[src/rtl/ctrl_pipe_if.sv]
// Control-pipe bundle: decoded D-stage controls and E-stage ALU flags going in,
// registered E/M/W control bits and the retire counter coming out.
interface ctrl_pipe_if #(
    parameter int CNT_W = 32
);
    logic             ValidD;
    logic             RegWriteD;
    logic [1:0]       ResultSrcD;
    logic             MemWriteD;
    logic             JumpD;
    logic             BranchD;
    logic [2:0]       ALUControlD;
    logic             ALUSrcD;
    logic [2:0]       funct3D;
    logic             FlushE;
    logic             ZeroE;
    logic             LtE;
    logic             LtuE;
    logic [2:0]       ALUControlE;
    logic             ALUSrcE;
    logic             PCSrcE;
    logic             ResultSrcE0;
    logic             RegWriteM;
    logic             MemWriteM;
    logic [1:0]       ResultSrcW;
    logic             RegWriteW;
    logic [CNT_W-1:0] RetireCount;

    modport master (
        output ValidD, RegWriteD, ResultSrcD, MemWriteD, JumpD, BranchD,
               ALUControlD, ALUSrcD, funct3D, FlushE, ZeroE, LtE, LtuE,
        input  ALUControlE, ALUSrcE, PCSrcE, ResultSrcE0, RegWriteM,
               MemWriteM, ResultSrcW, RegWriteW, RetireCount
    );

    modport slave (
        input  ValidD, RegWriteD, ResultSrcD, MemWriteD, JumpD, BranchD,
               ALUControlD, ALUSrcD, funct3D, FlushE, ZeroE, LtE, LtuE,
        output ALUControlE, ALUSrcE, PCSrcE, ResultSrcE0, RegWriteM,
               MemWriteM, ResultSrcW, RegWriteW, RetireCount
    );
endinterface

[src/rtl/ctrl_pipe.sv]
// E/M/W control pipeline with branch resolution in E and a retire counter at W.
// Define CTRL_BRANCH_EXT_EN to decode the full funct3 branch set; otherwise taken = ZeroE.
module ctrl_pipe #(
    parameter int CNT_W = 32
) (
    input logic        clk,
    input logic        reset,
    ctrl_pipe_if.slave bus
);
    logic             r_valid_e;
    logic             r_regwrite_e;
    logic [1:0]       r_resultsrc_e;
    logic             r_memwrite_e;
    logic             r_jump_e;
    logic             r_branch_e;
    logic [2:0]       r_aluctrl_e;
    logic             r_alusrc_e;

    logic             r_valid_m;
    logic             r_regwrite_m;
    logic [1:0]       r_resultsrc_m;
    logic             r_memwrite_m;

    logic             r_valid_w;
    logic             r_regwrite_w;
    logic [1:0]       r_resultsrc_w;

    logic [CNT_W-1:0] r_retire_cnt;
    logic             w_taken;
    logic             w_pcsrc;

    // Reset beats flush; a flushed or invalid slot never carries write or redirect enables.
    always_ff @(posedge clk) begin
        if (!reset || bus.FlushE) begin
            r_valid_e     <= 1'b0;
            r_regwrite_e  <= 1'b0;
            r_resultsrc_e <= 2'b00;
            r_memwrite_e  <= 1'b0;
            r_jump_e      <= 1'b0;
            r_branch_e    <= 1'b0;
            r_aluctrl_e   <= 3'b000;
            r_alusrc_e    <= 1'b0;
        end else begin
            r_valid_e     <= bus.ValidD;
            r_regwrite_e  <= bus.RegWriteD & bus.ValidD;
            r_resultsrc_e <= bus.ResultSrcD;
            r_memwrite_e  <= bus.MemWriteD & bus.ValidD;
            r_jump_e      <= bus.JumpD & bus.ValidD;
            r_branch_e    <= bus.BranchD & bus.ValidD;
            r_aluctrl_e   <= bus.ALUControlD;
            r_alusrc_e    <= bus.ALUSrcD;
        end
    end

    always_ff @(posedge clk) begin
        if (!reset) begin
            r_valid_m     <= 1'b0;
            r_regwrite_m  <= 1'b0;
            r_resultsrc_m <= 2'b00;
            r_memwrite_m  <= 1'b0;
            r_valid_w     <= 1'b0;
            r_regwrite_w  <= 1'b0;
            r_resultsrc_w <= 2'b00;
        end else begin
            r_valid_m     <= r_valid_e;
            r_regwrite_m  <= r_regwrite_e;
            r_resultsrc_m <= r_resultsrc_e;
            r_memwrite_m  <= r_memwrite_e;
            r_valid_w     <= r_valid_m;
            r_regwrite_w  <= r_regwrite_m;
            r_resultsrc_w <= r_resultsrc_m;
        end
    end

    always_ff @(posedge clk) begin
        if (!reset) begin
            r_retire_cnt <= '0;
        end else if (r_valid_w) begin
            r_retire_cnt <= r_retire_cnt + 1'b1;
        end
    end

`ifdef CTRL_BRANCH_EXT_EN
    logic [2:0] r_funct3_e;

    always_ff @(posedge clk) begin
        if (!reset || bus.FlushE) begin
            r_funct3_e <= 3'b000;
        end else begin
            r_funct3_e <= bus.funct3D;
        end
    end

    always_comb begin
        w_taken = 1'b0;
        case (r_funct3_e)
            3'b000:  w_taken = bus.ZeroE;
            3'b001:  w_taken = ~bus.ZeroE;
            3'b100:  w_taken = bus.LtE;
            3'b101:  w_taken = ~bus.LtE;
            3'b110:  w_taken = bus.LtuE;
            3'b111:  w_taken = ~bus.LtuE;
            default: w_taken = 1'b0;
        endcase
    end
`else
    logic w_unused_ok;

    assign w_unused_ok = ^{bus.funct3D, bus.LtE, bus.LtuE};
    assign w_taken     = bus.ZeroE;
`endif

    assign w_pcsrc = r_valid_e & (r_jump_e | (r_branch_e & w_taken));

    assign bus.ALUControlE = r_aluctrl_e;
    assign bus.ALUSrcE     = r_alusrc_e;
    assign bus.PCSrcE      = w_pcsrc;
    assign bus.ResultSrcE0 = r_resultsrc_e[0];
    assign bus.RegWriteM   = r_regwrite_m;
    assign bus.MemWriteM   = r_memwrite_m;
    assign bus.ResultSrcW  = r_resultsrc_w;
    assign bus.RegWriteW   = r_regwrite_w;
    assign bus.RetireCount = r_retire_cnt;
endmodule

[src/flat_wrapper.sv]
// flat-port wrapper written by rule: the top's interface ports become plain ports
module ctrl_pipe_flat 
#(
    parameter int CNT_W = 32
)
  (clk, reset, bus_ValidD, bus_RegWriteD, bus_ResultSrcD, bus_MemWriteD, bus_JumpD, bus_BranchD, bus_ALUControlD, bus_ALUSrcD, bus_funct3D, bus_FlushE, bus_ZeroE, bus_LtE, bus_LtuE, bus_ALUControlE, bus_ALUSrcE, bus_PCSrcE, bus_ResultSrcE0, bus_RegWriteM, bus_MemWriteM, bus_ResultSrcW, bus_RegWriteW, bus_RetireCount);
  ctrl_pipe_if #(.CNT_W(CNT_W)) bus_i ();
  input logic clk;
  input logic reset;
  input wire logic [$bits(bus_i.ValidD)-1:0] bus_ValidD;
  input wire logic [$bits(bus_i.RegWriteD)-1:0] bus_RegWriteD;
  input wire logic [$bits(bus_i.ResultSrcD)-1:0] bus_ResultSrcD;
  input wire logic [$bits(bus_i.MemWriteD)-1:0] bus_MemWriteD;
  input wire logic [$bits(bus_i.JumpD)-1:0] bus_JumpD;
  input wire logic [$bits(bus_i.BranchD)-1:0] bus_BranchD;
  input wire logic [$bits(bus_i.ALUControlD)-1:0] bus_ALUControlD;
  input wire logic [$bits(bus_i.ALUSrcD)-1:0] bus_ALUSrcD;
  input wire logic [$bits(bus_i.funct3D)-1:0] bus_funct3D;
  input wire logic [$bits(bus_i.FlushE)-1:0] bus_FlushE;
  input wire logic [$bits(bus_i.ZeroE)-1:0] bus_ZeroE;
  input wire logic [$bits(bus_i.LtE)-1:0] bus_LtE;
  input wire logic [$bits(bus_i.LtuE)-1:0] bus_LtuE;
  output wire logic [$bits(bus_i.ALUControlE)-1:0] bus_ALUControlE;
  output wire logic [$bits(bus_i.ALUSrcE)-1:0] bus_ALUSrcE;
  output wire logic [$bits(bus_i.PCSrcE)-1:0] bus_PCSrcE;
  output wire logic [$bits(bus_i.ResultSrcE0)-1:0] bus_ResultSrcE0;
  output wire logic [$bits(bus_i.RegWriteM)-1:0] bus_RegWriteM;
  output wire logic [$bits(bus_i.MemWriteM)-1:0] bus_MemWriteM;
  output wire logic [$bits(bus_i.ResultSrcW)-1:0] bus_ResultSrcW;
  output wire logic [$bits(bus_i.RegWriteW)-1:0] bus_RegWriteW;
  output wire logic [$bits(bus_i.RetireCount)-1:0] bus_RetireCount;
  assign bus_i.ValidD = bus_ValidD;
  assign bus_i.RegWriteD = bus_RegWriteD;
  assign bus_i.ResultSrcD = bus_ResultSrcD;
  assign bus_i.MemWriteD = bus_MemWriteD;
  assign bus_i.JumpD = bus_JumpD;
  assign bus_i.BranchD = bus_BranchD;
  assign bus_i.ALUControlD = bus_ALUControlD;
  assign bus_i.ALUSrcD = bus_ALUSrcD;
  assign bus_i.funct3D = bus_funct3D;
  assign bus_i.FlushE = bus_FlushE;
  assign bus_i.ZeroE = bus_ZeroE;
  assign bus_i.LtE = bus_LtE;
  assign bus_i.LtuE = bus_LtuE;
  assign bus_ALUControlE = bus_i.ALUControlE;
  assign bus_ALUSrcE = bus_i.ALUSrcE;
  assign bus_PCSrcE = bus_i.PCSrcE;
  assign bus_ResultSrcE0 = bus_i.ResultSrcE0;
  assign bus_RegWriteM = bus_i.RegWriteM;
  assign bus_MemWriteM = bus_i.MemWriteM;
  assign bus_ResultSrcW = bus_i.ResultSrcW;
  assign bus_RegWriteW = bus_i.RegWriteW;
  assign bus_RetireCount = bus_i.RetireCount;
  ctrl_pipe #(.CNT_W(CNT_W)) u_core (.clk(clk), .reset(reset), .bus(bus_i));
endmodule
[config.mk]
export PLATFORM = sky130hd
export DESIGN_NAME = ctrl_pipe_flat
export DESIGN_NICKNAME = d
export VERILOG_FILES = /design/src/rtl/ctrl_pipe_if.sv /design/src/rtl/ctrl_pipe.sv /design/src/flat_wrapper.sv
export SDC_FILE = /design/constraint.sdc
export NUM_CORES = 1
export LEC_CHECK = 0
export CAP_MARGIN = 40
export CORE_MARGIN = 1
export CORE_UTILIZATION = 50
export CTS_CLUSTER_DIAMETER = 40
export DETAILED_ROUTE_END_ITERATION = 8
export PLACE_DENSITY_LB_ADDON = 0.05
export SLEW_MARGIN = 20
export SYNTH_ARGS = -nofsm -noshare
export SYNTH_HDL_FRONTEND = slang
export SYNTH_SLANG_ARGS = --single-unit
export TNS_END_PERCENT = 1
[constraint.sdc]
create_clock -name clk -period 4.7 [get_ports clk]
set_clock_uncertainty 0.15 [all_clocks]
set_input_delay 0.47 -clock clk [delete_from_list [all_inputs] [get_ports clk]]
set_output_delay 0.47 -clock clk [all_outputs]
set_load 0.005 [all_outputs]
==> results.sh <==
export IMPL_run_status="complete, no violations"
export IMPL_clkLatencyLatePin_ps=310
export IMPL_hold_path_class="flop to flop"
export IMPL_htreeDepth=2
export IMPL_track_usage_pct=20.5
export IMPL_fin_crit_sh_pct=49.2
export IMPL_synth_top_cell_by_area="dfxtp_1"
export IMPL_cts_sinks=52
export IMPL_row_count=23
export IMPL_cp_buffers_inverters=0
export IMPL_yosysTopAreaCellShare_pct=49.8
export IMPL_cts_root_buf="clkbuf_8"
export IMPL_wirelength_mm=4.18
export IMPL_die_w_um=66.6
export IMPL_dieArea_um2=4440
export IMPL_worstSetupPathType="flop to flop"
export IMPL_worstSetupStartpointType="flop"
export IMPL_slowest_delay_ps=570
export IMPL_drc=0
export IMPL_synth_commonest_cells="52 x dfxtp_1, 19 x a21oi_1, 17 x and2_1"
export IMPL_dp_cells=319
export IMPL_worst_slew_pin_slew_ps=527
export IMPL_yosysSeqAreaShare_pct=49.8
export IMPL_place_area_um2=2670
export IMPL_ir_worst_vdd_v=0.000213
export IMPL_p_int_mw=0.621
export IMPL_final_instance_count_excl_fill=327
export IMPL_syn_to_final_growth_pct=32.9
export IMPL_cts_hold_fix_buffers=0
export IMPL_pwr_share_seq_pct=57.2
export IMPL_drt_iter0_markers=105
export IMPL_dr_pass1_iters=4
export IMPL_hold_path_startpoint="u_core.r_memwrite_e"
export IMPL_cts_max_path_buffers=2
export IMPL_async_flop_share_pct=0
export IMPL_r2r_end="u_core.bus.RetireCount[18]"
export IMPL_drtAntennaViolNets=0
export IMPL_synth_edf_count=0
export IMPL_powerDensity_nw_per_um2=281
export IMPL_fp_dieH_um=66.6
export IMPL_design_area_um2=2780
export IMPL_whs_endpoint="u_core.bus.MemWriteM"
export IMPL_setup_ws_ps=2390
export IMPL_maxClockFrequency_mhz=432
export IMPL_antennaDiodeCount=0
export IMPL_setup_viol=0
export IMPL_synth_warnings=0
export IMPL_synthTopCellsByArea="dfxtp_1 50%, and2_1 5.1%, a21oi_1 4.6%"
export IMPL_crit_path_max_fanout=16
export IMPL_fin_setup_tns_ps=0
export IMPL_clk_pin_slew_worst_paths_ps=90
export IMPL_coreArea_um2=4000
export IMPL_viasPerCell=5.37
export IMPL_cp_arrival_ps=2400
export IMPL_r2r_start="u_core.bus.RetireCount[0]"
export IMPL_swShare_pct=20.5
export IMPL_ys_types=32
export IMPL_via_count=1756
export IMPL_wl_per_cell_um=12.8
export IMPL_io_buffers=57
export IMPL_cts_setup_buffers=0
export IMPL_numCtsBuffers=5
export IMPL_crit_chain="ha_1 -> nand4_1 -> or3_1 -> or4_1 -> a21oi_1"
export IMPL_combPwrFrac_pct=3.7
export IMPL_ys_flop_type="dfxtp_1"
export IMPL_io_pins=63
export IMPL_nets=297
export IMPL_regArea_um2=1040
export IMPL_p_leak_nw=0.947
export IMPL_cts_tree="yes"
export IMPL_drive_gt1_share_pct=6.50
export IMPL_finalHoldViolCount=0
export IMPL_nFillCells=364
export IMPL_r2r_cells=5
export IMPL_gp_congestion=0.742
export IMPL_initial_core_util_pct=52.2
export IMPL_rsz0062_at_grt="false"
export IMPL_antenna_found_initial=0
export IMPL_ys_seq_elements=52
export IMPL_whs_ps=289
export IMPL_dpl_hpwl_mm=2.84
export IMPL_grt_pass1_wl_mm=6.73
export IMPL_grt_max_degree=31
export IMPL_cp_end_kind="flop"
export IMPL_cp_slowest_cell="or4_1"
export IMPL_p_clk_share_pct=39.1
export IMPL_multi_input_area_um2=961
export IMPL_r2r_slack_ps=2390
export IMPL_power_mw=0.781
export IMPL_cpLargestDelayFamily="simple AND/OR/NAND/NOR gates"
export IMPL_overflow=0
export IMPL_slew_viol_final=0
export IMPL_p_sw_mw=0.160
export IMPL_slew_limit_headroom_pct=64.7
export IMPL_syn_avg_cell_area_um2=9.41
export IMPL_yosysMostFrequentCell="dfxtp_1"
export IMPL_period_needed_ps=2310
export IMPL_required_ps=4790
export IMPL_whs_path_depth=1
export IMPL_ctsResizeCount=0
export IMPL_netlist_area_um2=2090
export IMPL_grt_pass1_vias=1521
export IMPL_post_place_ws_ps=2420
export IMPL_maxCapViolations=0
export IMPL_syn_inst=222
export IMPL_post_route_util_pct=69.4
export IMPL_synth_nets=243
## kinds of logic after synthesis
group	synth area share, %
XOR/XNOR	4.61
buffers and inverters	4.19
adder cells (fa/ha/maj)	0.599
AND/OR/NAND/NOR	29.3
multiplexers	1.44
AO/OA/AOI/OAI	10.1
flip-flops	49.8
## layer usage
layer	global-route usage [%]	vias to the layer above	part of all wire, %
met1	25.1	802	46
met3	8.05	7	7.0
met2	31.1	49	45
met4	9.57	0	1.8
met5	0	-	0
li1	-	898	-
## flip-flops by register name, summed over array words and instances (netlist names)
signal / flops
u_core.r_memwrite_e: 1
u_core.bus.RetireCount: 32
u_core.r_jump_e: 1
u_core.bus.ResultSrcW: 2
u_core.bus.MemWriteM: 1
u_core.r_branch_e: 1
u_core.r_valid_w: 1
u_core.r_resultsrc_m: 2
u_core.r_regwrite_e: 1
u_core.r_valid_e: 1
u_core.r_valid_m: 1
u_core.bus.ALUSrcE: 1
u_core.bus.ALUControlE: 3
u_core.bus.RegWriteW: 1
u_core.bus.RegWriteM: 1
u_core.r_resultsrc_e: 2
## worst max-delay path by stage
| stage | from | endpoint | cells after the start |
|---|---|---|---|
| final | u_core.bus.RetireCount[0] | u_core.bus.RetireCount[18] | 5 |
| after global routing | u_core.bus.RetireCount[0] | u_core.bus.RetireCount[30] | 5 |
| after CTS | u_core.bus.RetireCount[0] | u_core.bus.RetireCount[18] | 5 |
| after detailed placement | u_core.bus.RetireCount[0] | u_core.bus.RetireCount[30] | 5 |
| after global placement | u_core.bus.RetireCount[0] | u_core.bus.RetireCount[26] | 5 |
| after floorplan | u_core.bus.RetireCount[0] | u_core.bus.RetireCount[20] | 7 |
## power groups by stage
| stage | Sequential, mW | Clock (mW) | Combinational, mW |
|---|---|---|---|
| detailed placement | 0.457 | 0 | 0.0290 |
| CTS | 0.447 | 0.310 | 0.0294 |
| global placement | 0.457 | 0 | 0.0288 |
| floorplan | 0.457 | 0 | 0.0105 |
| finish | 0.447 | 0.305 | 0.0288 |
| global route | 0.448 | 0.327 | 0.0319 |
## area by class of cell
type                            instances  area share (%)
Inverter                                6           0.811
Tap cell                               50            2.25
Clock buffer                            5            2.48
Clock inverter                          3            1.53
Multi-Input combinational cell        153            34.6
Timing Repair Buffer                   58            20.8
Sequential cell                        52            37.5
## placed cells by master (no fill, tap or decap), types with 2 or more instances in the layout
cell	instances
inv_1	6
or3_1	6
xnor2_1	3
nand4_2	2
mux2i_1	3
nand4_1	5
o21ai_0	8
and3_1	6
and2_1	17
clkdlybuf4s50_1	57
nor4_1	4
o31ai_1	10
nand2_1	11
nand2b_1	2
nand3_1	13
or3_2	3
nor2_1	13
or4_1	11
dfxtp_1	52
clkbuf_8	5
a21oi_1	19
xor2_1	8
(Power assumes the default switching activity.)
